<file path="config.mk">
export PLATFORM = sky130hd
export DESIGN_NAME = vga_palette_ctrl
export DESIGN_NICKNAME = d
export VERILOG_FILES = /design/src/rtl/vga_palette_ctrl.sv
export SDC_FILE = /design/constraint.sdc
export NUM_CORES = 1
export LEC_CHECK = 0
export CORE_MARGIN = 5
export CORE_UTILIZATION = 30
export CTS_BUF_LIST = sky130_fd_sc_hd__clkbuf_16
export DETAILED_ROUTE_END_ITERATION = 10
export HOLD_SLACK_MARGIN = 0.12
export PLACE_DENSITY_LB_ADDON = 0.05
export SYNTH_ARGS = -nofsm -noshare
export SYNTH_HDL_FRONTEND = slang
export SYNTH_SLANG_ARGS = --single-unit
</file>
<file path="constraint.sdc">
create_clock -name clk -period 3.15 [get_ports clk]
set_input_delay 0.63 -clock clk [delete_from_list [all_inputs] [get_ports clk]]
set_output_delay 0.63 -clock clk [all_outputs]
set_load 0.005 [all_outputs]
</file>
<file path="src/rtl/vga_palette_ctrl.sv">
// vga_palette_ctrl: VGA raster timing, cell-RAM address generation and
// overlay selection for the 3-bit palette path. The counter state (stage 0),
// the decoded per-pixel flags (stage 1) and the final palette index (stage 2)
// advance only on pix_en, so sync and color stay aligned at any strobe rate.
module vga_palette_ctrl #(
  parameter int H_ACTIVE   = 640,
  parameter int H_FP       = 16,
  parameter int H_SYNC     = 96,
  parameter int H_BP       = 48,
  parameter int V_ACTIVE   = 480,
  parameter int V_FP       = 10,
  parameter int V_SYNC     = 2,
  parameter int V_BP       = 33,
  parameter int CELL_SHIFT = 5,
  parameter int ADDR_W     = 9,
  parameter int GRID_EN    = 1,
  parameter int BLINK_BIT  = 4
) (
  input  logic              clk,
  input  logic              rst,
  input  logic              pix_en,
  output logic [ADDR_W-1:0] cell_addr,
  input  logic [2:0]        cell_data,
  input  logic [4:0]        cursor_col,
  input  logic [3:0]        cursor_row,
  input  logic [2:0]        cursor_color,
  output logic [2:0]        color_idx,
  output logic              hsync,
  output logic              vsync,
  output logic              active,
  output logic              frame_start
);

  localparam int H_TOTAL = H_ACTIVE + H_FP + H_SYNC + H_BP;
  localparam int V_TOTAL = V_ACTIVE + V_FP + V_SYNC + V_BP;
  localparam int COLS    = H_ACTIVE >> CELL_SHIFT;
  localparam int H_W     = $clog2(H_TOTAL + 1);
  localparam int V_W     = $clog2(V_TOTAL + 1);

  localparam logic [H_W-1:0]    H_LAST   = H_W'(H_TOTAL - 1);
  localparam logic [V_W-1:0]    V_LAST   = V_W'(V_TOTAL - 1);
  localparam logic [H_W-1:0]    H_VIS    = H_W'(H_ACTIVE);
  localparam logic [V_W-1:0]    V_VIS    = V_W'(V_ACTIVE);
  localparam logic [H_W-1:0]    HS_START = H_W'(H_ACTIVE + H_FP);
  localparam logic [H_W-1:0]    HS_END   = H_W'(H_ACTIVE + H_FP + H_SYNC);
  localparam logic [V_W-1:0]    VS_START = V_W'(V_ACTIVE + V_FP);
  localparam logic [V_W-1:0]    VS_END   = V_W'(V_ACTIVE + V_FP + V_SYNC);
  localparam logic [ADDR_W-1:0] COLS_V   = ADDR_W'(COLS);

  // row * COLS built from shifted adds of the row, one per set bit of COLS
  function automatic logic [ADDR_W-1:0] times_cols(input logic [ADDR_W-1:0] r);
    logic [ADDR_W-1:0] acc;
    acc = '0;
    for (int b = 0; b < ADDR_W; b++)
      if (COLS_V[b]) acc = acc + (r << b);
    return acc;
  endfunction

  // stage 0 state
  logic [H_W-1:0] h_cnt;
  logic [V_W-1:0] v_cnt;
  logic [4:0]     frame_cnt;
  logic [4:0]     cur_col_l;
  logic [3:0]     cur_row_l;
  logic [2:0]     cur_color_l;

  // stage 1 state
  logic vis1, hs1, vs1, grid1, cur1;

  // stage 0 decode feeding stage 1
  logic              h_last, v_last;
  logic [H_W-1:0]    col;
  logic [V_W-1:0]    row;
  logic              vis_nxt, hs_nxt, vs_nxt, grid_nxt, cur_nxt;
  logic [ADDR_W-1:0] addr_nxt;

  assign h_last   = (h_cnt == H_LAST);
  assign v_last   = (v_cnt == V_LAST);
  assign col      = h_cnt >> CELL_SHIFT;
  assign row      = v_cnt >> CELL_SHIFT;
  assign vis_nxt  = (h_cnt < H_VIS) && (v_cnt < V_VIS);
  assign hs_nxt   = !((h_cnt >= HS_START) && (h_cnt < HS_END));
  assign vs_nxt   = !((v_cnt >= VS_START) && (v_cnt < VS_END));
  assign grid_nxt = (GRID_EN != 0) &&
                    ((h_cnt[CELL_SHIFT-1:0] == '0) || (v_cnt[CELL_SHIFT-1:0] == '0));
  // An out-of-range latched cursor can never equal a visible cell, so it simply never shows.
  assign cur_nxt  = (int'(col) == int'(cur_col_l)) && (int'(row) == int'(cur_row_l)) &&
                    !frame_cnt[BLINK_BIT];
  assign addr_nxt = times_cols(ADDR_W'(row)) + ADDR_W'(col);

  // stage 0: raster counters, frame counter and frame-boundary cursor latch
  always_ff @(posedge clk) begin
    if (rst) begin
      h_cnt       <= '0;
      v_cnt       <= '0;
      frame_cnt   <= '0;
      cur_col_l   <= '0;
      cur_row_l   <= '0;
      cur_color_l <= '0;
      frame_start <= 1'b0;
    end else begin
      // NOTE: state updates use <= so every stage reads the pre-edge value of the stage before it.
      frame_start <= 1'b0;
      if (pix_en) begin
        if (h_last) begin
          h_cnt <= '0;
          if (v_last) begin
            v_cnt       <= '0;
            frame_cnt   <= frame_cnt + 5'd1;
            cur_col_l   <= cursor_col;
            cur_row_l   <= cursor_row;
            cur_color_l <= cursor_color;
            frame_start <= 1'b1;
          end else begin
            v_cnt <= v_cnt + V_W'(1);
          end
        end else begin
          h_cnt <= h_cnt + H_W'(1);
        end
      end
    end
  end

  // stage 1: RAM address and per-pixel flags for the current counter value
  always_ff @(posedge clk) begin
    if (rst) begin
      cell_addr <= '0;
      vis1      <= 1'b0;
      hs1       <= 1'b1;
      vs1       <= 1'b1;
      grid1     <= 1'b0;
      cur1      <= 1'b0;
    end else if (pix_en) begin
      cell_addr <= vis_nxt ? addr_nxt : '0;
      vis1      <= vis_nxt;
      hs1       <= hs_nxt;
      vs1       <= vs_nxt;
      grid1     <= grid_nxt;
      cur1      <= cur_nxt;
    end
  end

  // stage 2: overlay priority (blank > grid > cursor > cell) and sync alignment
  always_ff @(posedge clk) begin
    if (rst) begin
      color_idx <= 3'd1;
      hsync     <= 1'b1;
      vsync     <= 1'b1;
      active    <= 1'b0;
    end else if (pix_en) begin
      if (!vis1)      color_idx <= 3'd1;
      else if (grid1) color_idx <= 3'd1;
      else if (cur1)  color_idx <= cur_color_l;
      else            color_idx <= cell_data;
      hsync  <= hs1;
      vsync  <= vs1;
      active <= vis1;
    end
  end

endmodule

</file>
Yosys cells after proc, flatten, opt, wreduce, memory -nomap -nowiden
Cells that the tools add are included.

Register bits: 58. Input bits: 18. Word-level logic and storage cells: 55.

$add $sub $neg: 5. Magnitude comparators: 6. Eq/ne operators: 4. Multiplexer cells: 7. Bitwise operators: 2. Reductions and logical operators: 14.

Operators with widths (count): 10-bit by 1-bit adder with 10-bit output, second input constant (2); 10-bit == test, second input constant (2); 10-bit < comparator, second input constant (2); 10-bit by 9-bit < comparator with 1-bit output, second input constant (2); 10-bit two-way mux (2); 5-bit == test (2); 10-bit >= comparator, second input constant (1); 10-bit by 9-bit >= comparator with 1-bit output, second input constant (1); 5-bit zero test (2); 7-bit by 9-bit adder with 9-bit output (1); 9-bit by 5-bit adder with 9-bit output (1); 3-bit two-way mux (3); 9-bit two-way mux (1); 5-bit by 1-bit adder with 5-bit output, second input constant (1); 1-bit logical AND (5); 1-bit zero test (3); 3-bit AND reduction (1); 3-bit OR reduction (1); 1-bit inverter (2); 2-bit AND reduction (1); 1-bit logical OR (1); 1-bit two-way mux (1).

Depth between registers and ports, before layout
Depth in word-level cells: 3. Gate-level depth with buffers: 9. Depth with buffers taken out: 8.

Worst setup path before layout
No wires, ideal clock.

Kind: input port to flip-flop. From: input port pix_en. To: register frame_cnt[3]. Setup time: 0.121 ns. Arrival time: 2.111 ns. Required time: 3.029 ns. Slack: 0.919 ns. Stages: 5. Cell sequence: nand4_1 > or4_4 > buf_6 > nor4_1 > mux2_2.

Longest elaborated chain between the ends: 1.

RTL lines: start: declaration (RTL line 21) `input logic pix_en,`; 3-bit AND reduction (no line); end signal: assignment (RTL line 109) `frame_cnt <= frame_cnt + 5'd1;`; end: declaration (RTL line 62) `logic [4:0] frame_cnt;`.

Every way passes these cells. A chain may end at the register's enable or synchronous reset.

Worst setup path in the final report
Same ends and word-level chain as after synthesis.

==> out/qor.yml <==
maxSlewViolCount: 0
setup_viol: 0
timing.setup.tns_ns: 0
track_usage_pct: 13.3
cts_max_level: 3
synthTopCellsByCount: "dfxtp_1, nor2_1, inv_1"
fin_nets: 379
initial_core_util_pct: 30.7
gp_congestion: 0.752
die_x_um: 107
cts_setup_buffers: 0
core_region_area_um2: 9240
dieArea_um2: 11500
overflow: 0
synth_seq_cells: 58
synth_top_area_share_pct: 41.0
worstMarginPinSlew_ns: 0.679
clkTransAtPathRegs_ns: 0.05
layout.cells.non_filler: 479
cp_cell_sequence: "clkdlybuf4s50_1, nand4_1, or4_4, nor4_1, mux2_2"
root_buffer: "clkbuf_16"
synth_edf_count: 0
pre_cts_slack_ns: 0.381
synthCells: 313
grt_max_degree: 31
numCtsBuffers: 9
rows: 35
clk_latency_ns: 0.32
port_buffers: 33
drtIter0Drc: 127
cp.required_ns: 3.36
vias: 2274
die_h_um: 107
syn-num-nets: 347
drv_cap: 0
power.density_nw_per_um2: 478
yosysTopAreaCell: "dfxtp_1"
ios: 34
drc: 0
tritoncts: "done"
async_flop_share_pct: 0
critPathLaunchType: "input port"
critPathKind: "in2reg"
synthFlopType: "dfxtp_1"
area_delta_synth_final_pct: 24.5
ir_drop_mv: 0.204
cpPeakStageDelay_ns: 0.67
clockBufferDepth: 2
period_share_pct: 77.1
grt_pass1_wl_um: 11900
ctsHoldBuffers: 0
hold_path.class: "reg2reg"
p_leak_nw: 1.29
dr.pass1.iters: 5
hpwlAfterDp_um: 5030
yosysWarnings: 0
finalClockSkew_ns: 0.00392
antenna_left: 0
numClockSinks: 58
status: "complete, no violations"
crit_arrival_ns: 2.64
rsz0062_at_grt: "no"
finalWorstPathRequiredPeriod_ns: 2.43
slew-limit-headroom_pct: 54.3
syn-mean-instance-area_um2: 9.05
first_global_vias: 2241
endpoint_kind: "register"
yosysMostFrequentCell: "dfxtp_1"
routed_via_density: 4.75
crit_path_max_fanout: 18
slowest_stage: "or4_4"
final_layout_size_suffix_gt1_share_pct: 9.14
cts_resized: 0
wirelength_um: 7090
drt-wirelength-per-cell_um: 14.8
setup_ws_ns: 0.721
ys_seq_area_share_pct: 41.0
ys_top_cells_by_area: "dfxtp_1, ha_1, nor2_1, a22o_1, xnor2_1"
placed_cells: 463
hold_viol: 0
antenna_found_initial: 0
diodes: 0
max_freq_mhz: 412
syn_area_um2: 2830
n_fill_cell: 965
whs_ns: 0.465
synthDistinctLibCells: 47
power_w: 0.00169
[worst paths after layout]
path                            cells past startpoint                   endpoint                       from  slack, ns
worst min register to register                      2  color_idx[2]$_SDFFE_PP0P_  color_idx[2]$_SDFFE_PP0P_       0.47
worst max register to register                      8  cell_addr[8]$_SDFFE_PP0P_      v_cnt[5]$_SDFFE_PP0P_       0.75
worst min-delay path                                2  color_idx[2]$_SDFFE_PP0P_  color_idx[2]$_SDFFE_PP0P_       0.47
worst max-delay path                                5  frame_cnt[3]$_SDFFE_PP0P_                     pix_en       0.72
[through the flow]
stage / utilization, % / cell area (um^2)
6_report: 38.2 / 3530
5_1_grt: 38.2 / 3530
4_1_cts: 38.2 / 3530
3_5_place_dp: 35.3 / 3260
3_3_place_gp: 35.3 / 3260
2_1_floorplan: - / 2830
[cells by family (layout without fill, tap and decap cells)]
family                   count (synthesis)  count (layout)  share of synthesized area, %
AND/OR/NAND/NOR                        116             116                          21.7
multiplexers                            10              10                          3.75
AO/OA/AOI/OAI                           53              53                          12.9
XOR/XNOR                                20              20                          6.18
adder cells (fa/ha/maj)                 16              16                          7.60
buffers and inverters                   40              77                          6.93
flip-flops                              58              58                          41.0
[flip-flops by register name, summed over array words and instances (netlist names), 3 cells and up]
name,count
frame_cnt,5
color_idx,3
cur_col_l,5
cell_addr,9
cur_row_l,4
cur_color_l,3
h_cnt,10
v_cnt,10
[where the power goes]
| part | internal [W] | switching [W] |
|---|---|---|
| clock | 0.000521 | 0.000339 |
| sequential | 0.000741 | 0.00000732 |
| combinational | 0.0000375 | 0.0000398 |
[placed cells by master, fill, tap and decap left out, drive strengths merged, types with 3 or more instances in the layout]
cell type,count
dfxtp,58
nor2,33
clkdlybuf4s50,33
inv,21
nand2,16
nand3,16
ha,14
a21oi,13
xnor2,13
a22o,13
nor4,10
o21ai,10
nand4,9
clkbuf,9
buf,8
xor2,7
or3,7
nor3,6
mux2i,5
nor2b,5
mux2,5
o31ai,4
a22oi,4
clkinv,4
and4,3
or4,3
[routing by layer]
layer | track usage, % | up-vias | wire [um]
li1 | - | 1181 | -
met1 | 18.0 | 1051 | 3530
met2 | 20.2 | 38 | 3210
met3 | 4.27 | 4 | 304
met4 | 3.93 | 0 | 45
met5 | 0 | - | 0
[final cells by class]
class	count	area [um^2]	area share (%)
clock inverter	7	37.5	1.06
clock buffer	9	225	6.39
timing repair buffer	41	390	11.1
inverter	20	75.1	2.13
sequential	58	1160	32.9
multi-input combinational	215	1480	41.8
tap	129	161	4.58
[worst max-delay path, delay by kind of cell]
kind                   cells  cell delay (ns)
and+or+nand+nor            3             1.14
buffers and inverters      1             0.49
muxes                      1             0.37
Power figures use the tool's default switching activity.
